## src/rtl/imm_encode_pkg.sv

```systemverilog
// Shared RV32IM immediate-format definitions for the encode unit and the decode-side extractor.
// Holds opcodes, the format enum, error bit indices and the immediate scatter function.
package imm_encode_pkg;

    localparam logic [6:0] OPC_LOAD   = 7'b0000011;
    localparam logic [6:0] OPC_JALR   = 7'b1100111;
    localparam logic [6:0] OPC_OP_IMM = 7'b0010011;
    localparam logic [6:0] OPC_STORE  = 7'b0100011;
    localparam logic [6:0] OPC_BRANCH = 7'b1100011;
    localparam logic [6:0] OPC_LUI    = 7'b0110111;
    localparam logic [6:0] OPC_AUIPC  = 7'b0010111;
    localparam logic [6:0] OPC_JAL    = 7'b1101111;
    localparam logic [6:0] OPC_OP     = 7'b0110011;

    typedef enum logic [2:0] {
        FMT_I,
        FMT_S,
        FMT_B,
        FMT_U,
        FMT_J,
        FMT_R,
        FMT_BAD
    } fmt_t;

    localparam int unsigned ERR_RANGE  = 0;
    localparam int unsigned ERR_ALIGN  = 1;
    localparam int unsigned ERR_OPCODE = 2;
    localparam int unsigned ERR_W      = 3;

    // Template bits outside the immediate field survive; out-of-range values are truncated.
    function automatic logic [31:0] pack_imm(fmt_t fmt, logic [31:0] tmpl, logic [31:0] imm);
        logic [31:0] instr;
        instr = tmpl;
        case (fmt)
            FMT_I:   instr = {imm[11:0], tmpl[19:0]};
            FMT_S:   instr = {imm[11:5], tmpl[24:12], imm[4:0], tmpl[6:0]};
            FMT_B:   instr = {imm[12], imm[10:5], tmpl[24:12], imm[4:1], imm[11], tmpl[6:0]};
            FMT_U:   instr = {imm[31:12], tmpl[11:0]};
            FMT_J:   instr = {imm[20], imm[10:1], imm[11], imm[19:12], tmpl[11:0]};
            default: instr = tmpl;
        endcase
        return instr;
    endfunction

endpackage

```

## src/rtl/imm_encode_unit_if.sv

```systemverilog
// Request/result handshake bundle of imm_encode_unit.
// The slave modport is the unit's view; master is the requester/consumer side.
interface imm_encode_unit_if;

    logic        IN_VALID;
    logic        IN_READY;
    logic [31:0] IN_TEMPLATE;
    logic [31:0] IN_IMM;
    logic        OUT_VALID;
    logic        OUT_READY;
    logic [31:0] OUT_INSTR;
    logic [2:0]  OUT_ERR;

    modport slave (
        input  IN_VALID, IN_TEMPLATE, IN_IMM, OUT_READY,
        output IN_READY, OUT_VALID, OUT_INSTR, OUT_ERR
    );

    modport master (
        output IN_VALID, IN_TEMPLATE, IN_IMM, OUT_READY,
        input  IN_READY, OUT_VALID, OUT_INSTR, OUT_ERR
    );

endinterface

```

## src/rtl/imm_fmt_check.sv

```systemverilog
// Combinational opcode-to-format classification plus signed range and alignment checks.
module imm_fmt_check
    import imm_encode_pkg::*;
(
    input  logic [6:0]       opcode_i,
    input  logic [31:0]      imm_i,
    output fmt_t             fmt_o,
    output logic [ERR_W-1:0] err_o
);

    logic signed [31:0] simm;
    fmt_t               fmt;

    assign simm  = $signed(imm_i);
    assign fmt_o = fmt;

    always_comb begin
        fmt = FMT_BAD;
        unique case (opcode_i)
            OPC_LOAD, OPC_JALR, OPC_OP_IMM: fmt = FMT_I;
            OPC_STORE:                      fmt = FMT_S;
            OPC_BRANCH:                     fmt = FMT_B;
            OPC_LUI, OPC_AUIPC:             fmt = FMT_U;
            OPC_JAL:                        fmt = FMT_J;
            OPC_OP:                         fmt = FMT_R;
            default:                        fmt = FMT_BAD;
        endcase
    end

    always_comb begin
        err_o = '0;
        case (fmt)
            FMT_I, FMT_S: err_o[ERR_RANGE] = (simm > 2047) || (simm < -2048);
            FMT_B: begin
                err_o[ERR_RANGE] = (simm > 4094) || (simm < -4096);
                err_o[ERR_ALIGN] = imm_i[0];
            end
            FMT_J: begin
                err_o[ERR_RANGE] = (simm > 1048574) || (simm < -1048576);
                err_o[ERR_ALIGN] = imm_i[0];
            end
            FMT_U:   err_o[ERR_ALIGN] = |imm_i[11:0];
            FMT_BAD: err_o[ERR_OPCODE] = 1'b1;
            default: err_o = '0;
        endcase
    end

endmodule

```

## src/rtl/imm_encode_unit.sv

```systemverilog
// Two-stage immediate encoder: stage 1 classifies and checks, stage 2 scatters the immediate.
// Optional IMM_ERR_COUNT_EN adds a saturating count of erroneous results on ERR_COUNT.
module imm_encode_unit
    import imm_encode_pkg::*;
#(
    parameter int unsigned ERR_CNT_W = 16
) (
    input logic           CLK,
    input logic           RESET,
    imm_encode_unit_if.slave bus
`ifdef IMM_ERR_COUNT_EN
    ,
    output logic [ERR_CNT_W-1:0] ERR_COUNT
`endif
);

    logic             s1_valid_q, s1_valid_d;
    fmt_t             s1_fmt_q, s1_fmt_d;
    logic [31:0]      s1_tmpl_q, s1_tmpl_d;
    logic [31:0]      s1_imm_q, s1_imm_d;
    logic [ERR_W-1:0] s1_err_q, s1_err_d;
    logic             s2_valid_q, s2_valid_d;
    logic [31:0]      s2_instr_q, s2_instr_d;
    logic [ERR_W-1:0] s2_err_q, s2_err_d;

    fmt_t             chk_fmt;
    logic [ERR_W-1:0] chk_err;
    logic             s1_advance;
    logic             in_ready;

    imm_fmt_check u_fmt_check (
        .opcode_i (bus.IN_TEMPLATE[6:0]),
        .imm_i    (bus.IN_IMM),
        .fmt_o    (chk_fmt),
        .err_o    (chk_err)
    );

    assign s1_advance    = !s2_valid_q || bus.OUT_READY;
    assign in_ready      = !s1_valid_q || s1_advance;
    assign bus.IN_READY  = in_ready;
    assign bus.OUT_VALID = s2_valid_q;
    assign bus.OUT_INSTR = s2_instr_q;
    assign bus.OUT_ERR   = s2_err_q;

    always_comb begin
        s1_valid_d = s1_valid_q;
        s1_fmt_d   = s1_fmt_q;
        s1_tmpl_d  = s1_tmpl_q;
        s1_imm_d   = s1_imm_q;
        s1_err_d   = s1_err_q;
        s2_valid_d = s2_valid_q;
        s2_instr_d = s2_instr_q;
        s2_err_d   = s2_err_q;

        if (in_ready) begin
            s1_valid_d = bus.IN_VALID;
            if (bus.IN_VALID) begin
                s1_fmt_d  = chk_fmt;
                s1_tmpl_d = bus.IN_TEMPLATE;
                s1_imm_d  = bus.IN_IMM;
                s1_err_d  = chk_err;
            end
        end

        // Stage 2 refills in the same cycle it drains, so a full pipe streams without bubbles.
        if (s1_advance) begin
            s2_valid_d = s1_valid_q;
            if (s1_valid_q) begin
                s2_instr_d = pack_imm(s1_fmt_q, s1_tmpl_q, s1_imm_q);
                s2_err_d   = s1_err_q;
            end
        end
    end

    always_ff @(posedge CLK or negedge RESET) begin
        if (!RESET) begin
            s1_valid_q <= 1'b0;
            s1_fmt_q   <= FMT_BAD;
            s1_tmpl_q  <= '0;
            s1_imm_q   <= '0;
            s1_err_q   <= '0;
            s2_valid_q <= 1'b0;
            s2_instr_q <= '0;
            s2_err_q   <= '0;
        end else begin
            s1_valid_q <= s1_valid_d;
            s1_fmt_q   <= s1_fmt_d;
            s1_tmpl_q  <= s1_tmpl_d;
            s1_imm_q   <= s1_imm_d;
            s1_err_q   <= s1_err_d;
            s2_valid_q <= s2_valid_d;
            s2_instr_q <= s2_instr_d;
            s2_err_q   <= s2_err_d;
        end
    end

`ifdef IMM_ERR_COUNT_EN
    logic [ERR_CNT_W-1:0] err_cnt_q, err_cnt_d;

    always_comb begin
        err_cnt_d = err_cnt_q;
        if (s2_valid_q && bus.OUT_READY && (|s2_err_q) && (err_cnt_q != '1)) begin
            err_cnt_d = err_cnt_q + ERR_CNT_W'(1);
        end
    end

    always_ff @(posedge CLK or negedge RESET) begin
        if (!RESET) begin
            err_cnt_q <= '0;
        end else begin
            err_cnt_q <= err_cnt_d;
        end
    end

    assign ERR_COUNT = err_cnt_q;
`endif

endmodule

```

## src/flat_wrapper.sv

```systemverilog
// flat-port wrapper written by rule: the top's interface ports become plain ports
module imm_encode_unit_flat import imm_encode_pkg::*;
#(
    parameter int unsigned ERR_CNT_W = 16
)
  (CLK, RESET, bus_IN_VALID, bus_IN_TEMPLATE, bus_IN_IMM, bus_OUT_READY, bus_IN_READY, bus_OUT_VALID, bus_OUT_INSTR, bus_OUT_ERR);
  imm_encode_unit_if bus_i ();
  input logic CLK;
  input logic RESET;
  input wire logic [$bits(bus_i.IN_VALID)-1:0] bus_IN_VALID;
  input wire logic [$bits(bus_i.IN_TEMPLATE)-1:0] bus_IN_TEMPLATE;
  input wire logic [$bits(bus_i.IN_IMM)-1:0] bus_IN_IMM;
  input wire logic [$bits(bus_i.OUT_READY)-1:0] bus_OUT_READY;
  output wire logic [$bits(bus_i.IN_READY)-1:0] bus_IN_READY;
  output wire logic [$bits(bus_i.OUT_VALID)-1:0] bus_OUT_VALID;
  output wire logic [$bits(bus_i.OUT_INSTR)-1:0] bus_OUT_INSTR;
  output wire logic [$bits(bus_i.OUT_ERR)-1:0] bus_OUT_ERR;
  assign bus_i.IN_VALID = bus_IN_VALID;
  assign bus_i.IN_TEMPLATE = bus_IN_TEMPLATE;
  assign bus_i.IN_IMM = bus_IN_IMM;
  assign bus_i.OUT_READY = bus_OUT_READY;
  assign bus_IN_READY = bus_i.IN_READY;
  assign bus_OUT_VALID = bus_i.OUT_VALID;
  assign bus_OUT_INSTR = bus_i.OUT_INSTR;
  assign bus_OUT_ERR = bus_i.OUT_ERR;
  imm_encode_unit #(.ERR_CNT_W(ERR_CNT_W)) u_core (.CLK(CLK), .RESET(RESET), .bus(bus_i));
endmodule
```

## config.mk

```make
export PLATFORM = sky130hd
export DESIGN_NAME = imm_encode_unit_flat
export DESIGN_NICKNAME = d
export VERILOG_FILES = /design/src/rtl/imm_encode_pkg.sv /design/src/rtl/imm_encode_unit_if.sv /design/src/rtl/imm_fmt_check.sv /design/src/rtl/imm_encode_unit.sv /design/src/flat_wrapper.sv
export SDC_FILE = /design/constraint.sdc
export NUM_CORES = 1
export LEC_CHECK = 0
export ABC_AREA = 1
export CORE_ASPECT_RATIO = 1.25
export CORE_MARGIN = 4
export CORE_UTILIZATION = 57
export CTS_BUF_LIST = sky130_fd_sc_hd__clkbuf_8
export DETAILED_ROUTE_END_ITERATION = 8
export GPL_TIMING_DRIVEN = 0
export PLACE_DENSITY_LB_ADDON = 0.25
export SKIP_CTS_REPAIR_TIMING = 1
export SLEW_MARGIN = 20
export SYNTH_ARGS = -nofsm -noshare
export SYNTH_HDL_FRONTEND = slang
export SYNTH_SLANG_ARGS = --single-unit
```

## constraint.sdc

```tcl
create_clock -name CLK -period 3.81 [get_ports CLK]
set_clock_uncertainty 0.15 [all_clocks]
set_input_delay 0.762 -clock CLK [delete_from_list [all_inputs] [get_ports CLK]]
set_output_delay 0.762 -clock CLK [all_outputs]
set_load 0.01 [all_outputs]
```

==> impl_results.md <==
* CTS Buf Count at 9
* CP Capture Type: output pin
* CTS tree: done
* Synth area leader: dfrtp_1
* DR pass1 iterations at 5
* Post-DR wirelength/cell at ~16 µm
* Final wirelength at 13700 µm
* Leakage at 3.01 nW
* Die ar. at slightly above 10000 µm²
* Post-synthesis sequential area ratio at 0.538
* Status: finished, final reports clean
* RSZ-0062 raised after global routing: no
* Io pins at 105
* Min-delay worst type: in2async
* Core area at 8380 µm²
* Worst EP arrival at 1.93 ns
* Pwr Total at between 3 and 4 mW
* CTS Buffer Depth at 2
* Initial Utilization at 0.594
* Tmin final at 2.84 ns
* Final setup fails at 0
* CP Max Fanout at 3
* Post-synth top area share at 0.528
* Avg Cell Area, Syn at 8.15 µm²
* # DRC at 0
* Max-slew violations at 0
* Via Count at 4579
* Max frequency at about 0.35 GHz
* DR iter-0 viols at about 300
* Std-Cell Rows at 37
* Antenna Nets Post-Route at 0
* Seq cells post-synth at 107
* Largest net degree at the start of global routing at 74
* Synthesis-to-layout area growth at 27.8%
* Fraction of registers with async set/reset at 1.00
* Slew margin rel. at 0.657
* Main synth FF type: dfrtp_1
* YS warnings at 0
* Antenna violations before repair at 0
* # port buffers at 104
* Mapped Cells at 611
* Htree depth at 3
* Worst-Margin Slew at between 0.5 and 0.6 ns
* Die height at 112 µm
* Post-synth EDFFs at 0
* Power density over cell area at 485 nW/µm²
* NumNets Final at slightly below 800
* All-Layer GR Usage at 0.280
* Syn nets at around 680
* CTS sink cnt at 107
* Vias in the first global route at 4688
* Worst VDD drop at 0.253 mV
* Clock root buffer: clkbuf_8
* Width of the die at 91.6 µm
* Synth cell types at 33
* RePlAce Congestion at 0.911
* Synth area leaders: dfrtp_1 53%, nand2_1 17%, nor2_1 5.3%, o21ai_0 3.9%, inv_1 3.1%
* First-pass GRT wire length at 22500 µm
* CTS clock-pin slew for the worst setup and hold paths at about 0.090 ns
* Final period utilization at 0.746
* CP required at 2.90 ns
* Vias per inst at about 5.4
* Total grt overflow at 0
* Dpl hpwl at 10600 µm
* Synth Cell Area at 4980 µm²
* Hold WS at 0.115 ns
* Crit path launch type: input pin
* Setup CP Type: in2out
* Worst-Skew Late Latency at 0.38 ns
* Layout cells sized above 1 at 0.0751
* Hold Vio Cnt, Final at 0
* Inserted Diodes at 0
* Max-Cap Viols at 0
==> critical path, cell delays in order <==
cell	delay, ns
clkdlybuf4s50_1	0.45
inv_1	0.05
nand3_1	0.12
clkdlybuf4s50_1	0.56
==> cell families (layout without fill, tap and decap cells) <==
group	Yosys count	in the layout	share of synthesized area
compound gates	91	91	0.111
buf+inv	71	192	0.0706
simple gates	342	342	0.280
flops	107	107	0.538
==> metal layers <==
| layer | routed length [µm] | global-route usage | share of wire |
|---|---|---|---|
| met5 | 0 | 0 | 0 |
| met4 | 467 | 0.142 | 0.034 |
| met3 | 898 | 0.0529 | 0.066 |
| met2 | 6900 | 0.477 | 0.51 |
| met1 | 5390 | 0.337 | 0.39 |
==> state kept, by name, indices dropped and copies added (netlist names) <==
register and cells:
u_core.s1_tmpl_q 32, u_core.s1_imm_q 32, u_core.bus.OUT_ERR 3, u_core.s1_err_q 3
u_core.bus.OUT_INSTR 32, u_core.bus.OUT_VALID 1, u_core.s1_valid_q 1, u_core.s1_fmt_q 3
==> synthesized netlist by cell type (3+ instances only) <==
cell type and count:
nor4_1 3, nand2_1 229, nand2_2 3, clkbuf_1 4
a211oi_1 9, buf_6 7, nor2_1 70, buf_4 4
o22ai_1 3, buf_2 12, dfrtp_1 105, a21oi_1 7
a31oi_1 9, o21ai_1 5, a41oi_1 6, nand4_1 9
inv_1 41, o21ai_0 39, a21boi_0 7, nand3_1 19
==> where the power goes <==
group	internal (mW)	switching (mW)	total, mW	leakage [nW]
Combinational	0.468	0.480	0.949	1.63
Clock	0.235	0.384	0.619	0.0906
Sequential	1.37	0.140	1.51	1.29
==> worst paths after layout <==
kind	start	end	slack, ns	cells after the start
max	bus_OUT_READY	bus_IN_READY	0.97	4
min	RESET	u_core.s1_tmpl_q[14]	0.12	1
max reg2reg	u_core.s1_fmt_q[2]	u_core.bus.OUT_INSTR[23]	2.13	6
min reg2reg	u_core.s1_imm_q[15]	u_core.s1_imm_q[15]	0.33	2
max in group asynchronous	RESET	u_core.bus.OUT_INSTR[30]	2.75	2
min in group CLK	u_core.s1_imm_q[15]	u_core.s1_imm_q[15]	0.33	2
==> final cells by class <==
| class | count | area (µm²) |
|---|---|---|
| flip-flops and latches | 107 | 2680 |
| fillers | 637 | 2020 |
| multi-input cells | 433 | 1950 |
| repair buffers | 105 | 1070 |
| plain buffers | 27 | 184 |
| inverters | 44 | 168 |
| well taps | 117 | 146 |
| clock buffers | 9 | 124 |
| clock inverters | 7 | 43.8 |
==> through the flow <==
step / setup TNS [ns] / utilization / instance area [µm²] / std cells / setup slack, ns
final: 0 / 0.759 / 6360 / 849 / 0.967
after global routing: 0 / 0.759 / 6360 / 849 / 0.886
after CTS: 0 / 0.759 / 6360 / 849 / 0.958
after detailed placement: 0 / 0.739 / 6190 / 833 / 0.969
after global placement: -210.60 / 0.736 / 6160 / 832 / -2.00
after floorplan: 0 / - / 4980 / 611 / 1.95
==> cell usage in the layout, fill, tap and decap left out, drive strengths merged <==
master / netlist / routed
a211oi: 9 / 9
a21boi: 7 / 7
a21oi: 7 / 7
a221oi: 2 / 2
a31oi: 9 / 9
a41oi: 6 / 6
and2: 1 / 1
buf: 23 / 25
clkbuf: 4 / 13
clkdlybuf4s50: 0 / 103
clkinv: 0 / 4
clkinvlp: 0 / 1
dfrtp: 105 / 105
dfstp: 2 / 2
inv: 44 / 46
nand2: 233 / 233
nand3: 21 / 21
nand3b: 2 / 2
nand4: 9 / 9
nor2: 72 / 72
nor3: 1 / 1
nor4: 3 / 3
o21ai: 46 / 46
o22ai: 3 / 3
o31ai: 1 / 1
o32ai: 1 / 1
(Power assumes the default switching activity.)
